<file path="config.mk">
export PLATFORM = sky130hd
export DESIGN_NAME = eh2_ram_rmw_ctrl
export DESIGN_NICKNAME = d
export VERILOG_FILES = /design/src/rtl/eh2_ram_ctrl_pkg.sv /design/src/rtl/eh2_ram_be_merge.sv /design/src/rtl/eh2_ram_rmw_ctrl.sv
export SDC_FILE = /design/constraint.sdc
export NUM_CORES = 1
export LEC_CHECK = 0
export ABC_AREA = 1
export CORE_ASPECT_RATIO = 1.4
export CORE_MARGIN = 10
export CORE_UTILIZATION = 46
export DETAILED_ROUTE_END_ITERATION = 8
export PLACE_DENSITY = 0.85
export SKIP_LAST_GASP = 1
export SLEW_MARGIN = 10
export SYNTH_ARGS = -nofsm -noshare
export SYNTH_HDL_FRONTEND = slang
export SYNTH_SLANG_ARGS = --single-unit
</file>
<file path="constraint.sdc">
create_clock -name clk -period 6.03 [get_ports clk]
set_clock_uncertainty 0.15 [all_clocks]
set_input_delay 1.206 -clock clk [delete_from_list [all_inputs] [get_ports clk]]
set_output_delay 1.206 -clock clk [all_outputs]
set_load 0.05 [all_outputs]
</file>
<file path="src/rtl/eh2_ram_ctrl_pkg.sv">
// Shared types and helpers for the RAM read-modify-write controller.
// Holds the controller state encoding and the byte-enable full-mask test.
package eh2_ram_ctrl_pkg;

  typedef enum logic [1:0] {
    INIT = 2'd0,
    IDLE = 2'd1,
    RMW  = 2'd2
  } state_e;

  localparam int MAX_BW = 64;

  // Callers zero-extend their enable vector; bits at or above bw are ignored.
  function automatic logic be_full(input logic [MAX_BW-1:0] be, input int bw);
    logic full;
    full = 1'b1;
    for (int i = 0; i < MAX_BW; i++) begin
      if ((i < bw) && !be[i]) full = 1'b0;
    end
    return full;
  endfunction

endpackage

</file>
<file path="src/rtl/eh2_ram_be_merge.sv">
// Combinational byte-lane merge: each output byte takes the new data when its
// enable is set, otherwise the old data. No state, zero latency.
module eh2_ram_be_merge #(
  parameter int WIDTH = 32,
  localparam int BW = WIDTH / 8
) (
  input  logic [WIDTH-1:0] i_old,
  input  logic [WIDTH-1:0] i_new,
  input  logic [BW-1:0]    i_be,
  output logic [WIDTH-1:0] o_merged
);

  for (genvar g = 0; g < BW; g++) begin : g_lane
    assign o_merged[8*g +: 8] = i_be[g] ? i_new[8*g +: 8] : i_old[8*g +: 8];
  end

endmodule

</file>
<file path="src/rtl/eh2_ram_rmw_ctrl.sv">
// Request controller for a non-byte-enabled single-port RAM: initialises the array
// after reset, passes reads/full writes through, and turns partial writes into RMW.
module eh2_ram_rmw_ctrl
  import eh2_ram_ctrl_pkg::*;
#(
  parameter int               DEPTH      = 4096,
  parameter int               WIDTH      = 32,
  parameter logic [WIDTH-1:0] INIT_VALUE = '0,
  parameter int               AW         = $clog2(DEPTH),
  parameter int               BW         = WIDTH / 8
) (
  input  logic             clk,
  input  logic             rst,
  input  logic             req_valid,
  output logic             req_ready,
  input  logic             req_write,
  input  logic [AW-1:0]    req_addr,
  input  logic [WIDTH-1:0] req_wdata,
  input  logic [BW-1:0]    req_wbe,
  output logic             rsp_valid,
  output logic [WIDTH-1:0] rsp_rdata,
  output logic             init_done,
  output logic             ram_me,
  output logic             ram_we,
  output logic [AW-1:0]    ram_adr,
  output logic [WIDTH-1:0] ram_d,
  input  logic [WIDTH-1:0] ram_q
);

  state_e           r_state;
  logic [AW-1:0]    r_init_cnt;
  logic [AW-1:0]    r_addr;
  logic [WIDTH-1:0] r_wdata;
  logic [BW-1:0]    r_wbe;
  logic             r_rsp_valid;
  logic             r_init_done;

  logic             w_accept;
  logic             w_be_full;
  logic             w_be_none;
  logic             w_partial;
  logic [WIDTH-1:0] w_merged;

  assign w_accept  = req_valid && req_ready;
  assign w_be_full = be_full(MAX_BW'(req_wbe), BW);
  assign w_be_none = ~|req_wbe;
  assign w_partial = w_accept && req_write && !w_be_full && !w_be_none;

  // In RMW, ram_q carries the old word fetched by the read issued in IDLE.
  eh2_ram_be_merge #(.WIDTH(WIDTH)) u_merge (
    .i_old    (ram_q),
    .i_new    (r_wdata),
    .i_be     (r_wbe),
    .o_merged (w_merged)
  );

  assign req_ready = (r_state == IDLE);
  assign rsp_valid = r_rsp_valid;
  assign rsp_rdata = r_rsp_valid ? ram_q : '0;
  assign init_done = r_init_done;

  always_comb begin
    ram_me  = 1'b0;
    ram_we  = 1'b0;
    ram_adr = req_addr;
    ram_d   = req_wdata;
    unique case (r_state)
      INIT: begin
        ram_me  = 1'b1;
        ram_we  = 1'b1;
        ram_adr = r_init_cnt;
        ram_d   = INIT_VALUE;
      end
      IDLE: begin
        if (w_accept) begin
          if (!req_write) begin
            ram_me = 1'b1;
          end else if (w_be_full) begin
            ram_me = 1'b1;
            ram_we = 1'b1;
          end else if (!w_be_none) begin
            ram_me = 1'b1;
          end
        end
      end
      RMW: begin
        ram_me  = 1'b1;
        ram_we  = 1'b1;
        ram_adr = r_addr;
        ram_d   = w_merged;
      end
      default: ;
    endcase
    // Keep the macro quiet for the whole time reset is held, not just from the next edge.
    if (rst) begin
      ram_me = 1'b0;
      ram_we = 1'b0;
    end
  end

  always_ff @(posedge clk or posedge rst) begin
    if (rst) begin
      r_state     <= INIT;
      r_init_cnt  <= '0;
      r_addr      <= '0;
      r_wdata     <= '0;
      r_wbe       <= '0;
      r_rsp_valid <= 1'b0;
      r_init_done <= 1'b0;
    end else begin
      r_rsp_valid <= 1'b0;
      unique case (r_state)
        INIT: begin
          // Compare against DEPTH-1 so non-power-of-two depths stop exactly on the last word.
          if (r_init_cnt == AW'(DEPTH - 1)) begin
            r_state     <= IDLE;
            r_init_done <= 1'b1;
            r_init_cnt  <= '0;
          end else begin
            r_init_cnt  <= r_init_cnt + 1'b1;
          end
        end
        IDLE: begin
          r_rsp_valid <= w_accept && !req_write;
          if (w_partial) begin
            r_addr  <= req_addr;
            r_wdata <= req_wdata;
            r_wbe   <= req_wbe;
            r_state <= RMW;
          end
        end
        RMW: begin
          r_state <= IDLE;
        end
        default: begin
          r_state <= INIT;
        end
      endcase
    end
  end

endmodule

</file>
Yosys cells after proc, flatten, opt, wreduce, memory -nomap -nowiden
Index checks and enable logic that the tools add are counted.
{ "totals": {"register_bits": 64, "inputBits": 84, "out_inout_bits": 81} }
{ "op_classes": {"add_sub_neg": 1, "n_eq_ne": 5, "muxes": 27, "n_reduce_logical": 13} }
{ "ops": {"columns": ["operator", "n"], "rows": [
  ["$pmux W32 S2", 1],
  ["$mux W32", 1],
  ["$mux W8", 4],
  ["$pmux W12 S2", 1],
  ["$mux W1", 14],
  ["$add A12 B1 Y12 const B", 1],
  ["$eq A12 B12 Y1 const B", 1],
  ["$mux W12", 1],
  ["$pmux W2 S3", 1],
  ["$reduce_and A2 Y1", 3],
  ["$logic_and A1 B1 Y1", 5],
  ["$mux W2", 2],
  ["$pmux W1 S2", 2],
  ["$reduce_or A4 Y1", 1],
  ["$eq A2 B1 Y1 const B", 1],
  ["$eq A2 B2 Y1 const B", 1],
  ["$logic_not A1 Y1", 2],
  ["$logic_not A2 Y1", 1],
  ["$ne A2 B1 Y1 const B", 1],
  ["$ne A2 B2 Y1 const B", 1],
  ["$reduce_or A2 Y1", 1]
]} }

Logic depth before layout (Yosys ltp)
{ "logic_depth": {"ltp_word": 9, "ltp_mapped": 8, "mapped_depth_nobuf": 8} }

By module
Synthesis repeated with hierarchy kept, for this count alone.
{ "hier_totals": {"hier_cells": 605, "hier_area_um2": 4018.9} }
{ "by_module_without_submodules": {"columns": ["module", "n_inst", "cells_each", "area_per_inst_um2", "seq_area_each_um2"], "rows": [
  ["eh2_ram_rmw_ctrl", 1, 501, 3598.5, 1601.5],
  ["eh2_ram_be_merge", 1, 104, 420.4, 0.0]
]} }

Worst setup path before layout
OpenSTA, ideal clock, no wires.
{ "synth_timing": {"path_type": "in2out", "start": "input req_wbe[2]", "end": "output ram_we", "arrival_ns": 2.233, "path_slack_ns": 2.441, "cell_stages": 4, "path_cell_list": "nand4_1 > nor2_1 > nand2_1 > a21oi_1"} }
{ "synth_between": {"elab_chain_len": 7} }
{ "synth_rtl": {"columns": ["item", "line_no", "text"], "rows": [
  ["from (decl)", "eh2_ram_rmw_ctrl.sv:19", "input logic [BW-1:0] req_wbe,"],
  ["$mux W1 (2 in a row)", "eh2_ram_ctrl_pkg.sv:18", "if ((i < bw) && !be[i]) full = 1'b0;"],
  ["$mux W1", "eh2_ram_rmw_ctrl.sv:78", "end else if (w_be_full) begin"],
  ["$mux W1", "eh2_ram_rmw_ctrl.sv:76", "if (!req_write) begin"],
  ["$mux W1", "eh2_ram_rmw_ctrl.sv:75", "if (w_accept) begin"],
  ["$pmux W1 S2", "eh2_ram_rmw_ctrl.sv:67", "unique case (r_state)"],
  ["$mux W1", "eh2_ram_rmw_ctrl.sv:95", "if (rst) begin"],
  ["to (decl)", "eh2_ram_rmw_ctrl.sv:24", "output logic ram_we,"]
]} }
Every way passes these cells.

Final worst setup path
{ "layout_timing": {"start": "register r_state[0]", "end": "output ram_adr[1]"} }
{ "layout_between": {"elab_chain_len": 2, "word_cells_on_any_way": 3, "cone_classes": "eq/ne (1); mux (1); reduce/logical (1)"} }
{ "layout_rtl": {"columns": ["item", "line_no", "text"], "rows": [
  ["from (decl)", "eh2_ram_rmw_ctrl.sv:30", "state_e r_state;"],
  ["from (signal assigned)", "eh2_ram_rmw_ctrl.sv:103", "r_state <= INIT;"],
  ["from (signal assigned)", "eh2_ram_rmw_ctrl.sv:116", "r_state <= IDLE;"],
  ["from (signal assigned)", "eh2_ram_rmw_ctrl.sv:129", "r_state <= RMW;"],
  ["$eq A2 B2 Y1 or $logic_not A2 Y1 (tied branches)", "eh2_ram_rmw_ctrl.sv:67", null],
  ["$pmux W12 S2 *", "eh2_ram_rmw_ctrl.sv:67", null],
  ["to (decl)", "eh2_ram_rmw_ctrl.sv:25", "output logic [AW-1:0] ram_adr,"]
]} }
Every way passes the cells marked *; elsewhere a longest branch is shown, timed or not.

==> impl_metrics.csv <==
group,metric,value,unit
grt,grt_use_total,0.192,
power_and_ir_drop,power_leakage,0.00292,uW
power_and_ir_drop,peakVddDrop,410,uV
grt,grt_pass1_vias,3906,
routing,wl_per_cell,16.2,microns
placed_design,gp_congestion,0.889,
clocking,insertion_delay,330,ps
setup_path,reg2reg_depth,7,
timing,finalSetupViolations,0,
grt,grt_pass1_wl,19800,microns
timing,timing.hold.ws,328,ps
final_layout,insertedDiodeCount,0,
placed_design,dpl.hpwl,9170,microns
setup_path,required,4670,ps
setup_path,crit_fanout,46,
timing,tightest_slew,1140,ps
grt,overflow,0,
clocking,clock-sinks,64,
setup_path,cp_data_arrival_time,3220,ps
setup_path,critical_path_class,"register to primary output",
yosys,netlist_area,3830,sq um
timing,period_minus_slack,4570,ps
power_and_ir_drop,powerDensity,477,nW/um^2
timing,drv_slew,0,
timing,fmax,219,MHz
routing,ant_nets,0,
floorplanning,rows,39,
grt,grt_max_degree,95,
floorplanning,die_w,97.1,microns
final_layout,final_layout_size_suffix_gt1_frac,0.0545,
final_layout,most-common-layout-cells,"clkdlybuf4s50_1 (164), nand2_1 (140), inv_1 (94), dfrtp_1 (64)",
routing,vias,3901,
floorplanning,die_area,12400,sq um
clocking,hold_buffers,0,
yosys,synth_cells,506,
routing,dr.pass1.iters,4,
timing,max-slew-margin-rel,0.238,
timing,fin_setup_tns,0,ps
floorplanning,core,8150,sq um
yosys,synthDistinctLibCells,28,
floorplanning,die_h,128,microns
grt,antenna_found_initial,0,
hold_path,hold_depth,2,
routing,drt-total-wl,12400,microns
floorplanning,initial_utilization,0.470,
hold_path,hp-class,"register to register",
yosys,avgSynthCellArea,7.57,sq um
clocking,postCtsResizedCells,0,
yosys,syn-num-nets,591,
flow_run,maxCapViolCount,0,
clocking,cts_tree,"built",
yosys,synth-seq-cells,64,
timing,final_hold_viol_count,0,
final_layout,syn2layout_area_growth,50.0,%
routing,via_per_inst,5.11,
placed_design,place_inst,747,
clocking,clock_path_buffers,2,
timing,post-route-period-util,0.758,
clocking,clkTransAtPathRegs,50,ps
setup_path,critPathLaunchType,"register",
timing,rsz0062_at_grt,"no",
final_layout,layout.cells.non_filler,763,
clocking,numCtsBuffers,9,
setup_path,endpoint_kind,"primary output",
setup_path,regToRegSetupSlack,3570,ps
routing,post-route-drc-count,0,
final_layout,final_nets,741,
clocking,h-tree-depth,3,
final_layout,final_common_cell,"clkdlybuf4s50_1",
yosys,ys_seq_area_frac,0.418,
outcome,outcome,"completed",
routing,drtIter0Drc,227,
clocking,cts-root-buf,"clkbuf_16",
clocking,post-cts-setup-buffers,0,
floorplanning,ios,165,
placed_design,port_buffers,164,
yosys,ys_warn_count,0,
per-layer routing:
metal	global-route usage	vias to the layer above	part of all wire
met5	0	-	0
met4	0.0809	0	0.026
met3	0.0405	24	0.051
met2	0.362	123	0.54
met1	0.202	1849	0.38
li1	-	1905	-
synthesized netlist by cell type:
cell      count  area share
nand2_1     140        0.14
inv_1        95       0.093
dfrtp_1      64        0.42
mux2i_1      32       0.084
o22ai_1      32       0.052
o21ai_1      28       0.037
nor2_1       25       0.025
nand3_1      12       0.016
clkbuf_1     11       0.011
o21ai_2      10       0.023
o211ai_1      9       0.018
o21ai_0       8       0.010
buf_2         7      0.0091
buf_6         6       0.018
a21oi_1       5      0.0065
nand4_1       4      0.0065
a21o_1        2      0.0039
buf_4         2      0.0039
inv_2         2      0.0020
nand3_2       2      0.0052
o221ai_1      2      0.0046
xnor2_1       2      0.0046
buf_1         1     0.00098
ha_1          1      0.0033
nand2_2       1      0.0016
nand4_2       1      0.0033
or2_2         1      0.0016
xor2_1        1      0.0023
flip-flops by register name, indices dropped and copies added, names as in the netlist:
signal,flops
init_done,1
r_addr,12
r_init_cnt,12
r_state,2
r_wbe,4
r_wdata,32
rsp_valid,1
worst max-delay path, cell delays in order, from the launching register on:
cell and delay [ps]:
dfrtp_1 450, inv_2 650, nand2_2 310, inv_2 350, nand2_1 110, o211ai_1 150, clkdlybuf4s50_1 860
kinds of logic (layout without fill, tap and decap cells):
logic type | Yosys count | count (layout) | synth area share
AND/OR/NAND/NOR | 186 | 186 | 0.196
buffers and inverters | 124 | 279 | 0.138
AO/OA/AOI/OAI | 96 | 96 | 0.155
flip-flops | 64 | 64 | 0.418
multiplexers | 32 | 32 | 0.0836
XOR/XNOR | 3 | 3 | 0.00686
adder cells (fa/ha/maj) | 1 | 1 | 0.00327
final cells by class:
cell class              count  area, sq um
multi-input cells         318         1710
inverters                  97          364
clock inverters             7         62.6
clock buffers               9          225
fillers                   633         2400
flip-flops and latches     64         1600
well taps                 102          128
repair buffers            166         1660
path summary, 6_finish.rpt:
kind,endpoint,from
setup / recovery,ram_adr[1],r_state[0]
hold / removal,r_wdata[10],r_wdata[10]
setup reg to reg,r_wbe[2],r_state[1]
hold reg to reg,r_wdata[10],r_wdata[10]
max in group asynchronous,r_wdata[23],rst
min in group asynchronous,r_addr[9],rst
report_power, final:
part / switching (uW) / internal (uW) / total, uW / leakage, uW
clock: 183 / 315 / 498 / 0.000145
combinational: 903 / 528 / 1430 / 0.00197
sequential: 192 / 620 / 811 / 0.000806
total: 1280 / 1460 / 2740 / 0.00292
metrics by stage:
stage	setup slack, ps	util	power (uW)	cell area [sq um]
after floorplan	2440	-	1800	3830
after detailed placement	1650	0.670	2250	5460
final	1460	0.705	2740	5750
after global routing	1260	0.705	2900	5750
after CTS	1440	0.705	2760	5750
after global placement	1670	0.670	2210	5460
Power figures use the tool's default switching activity.
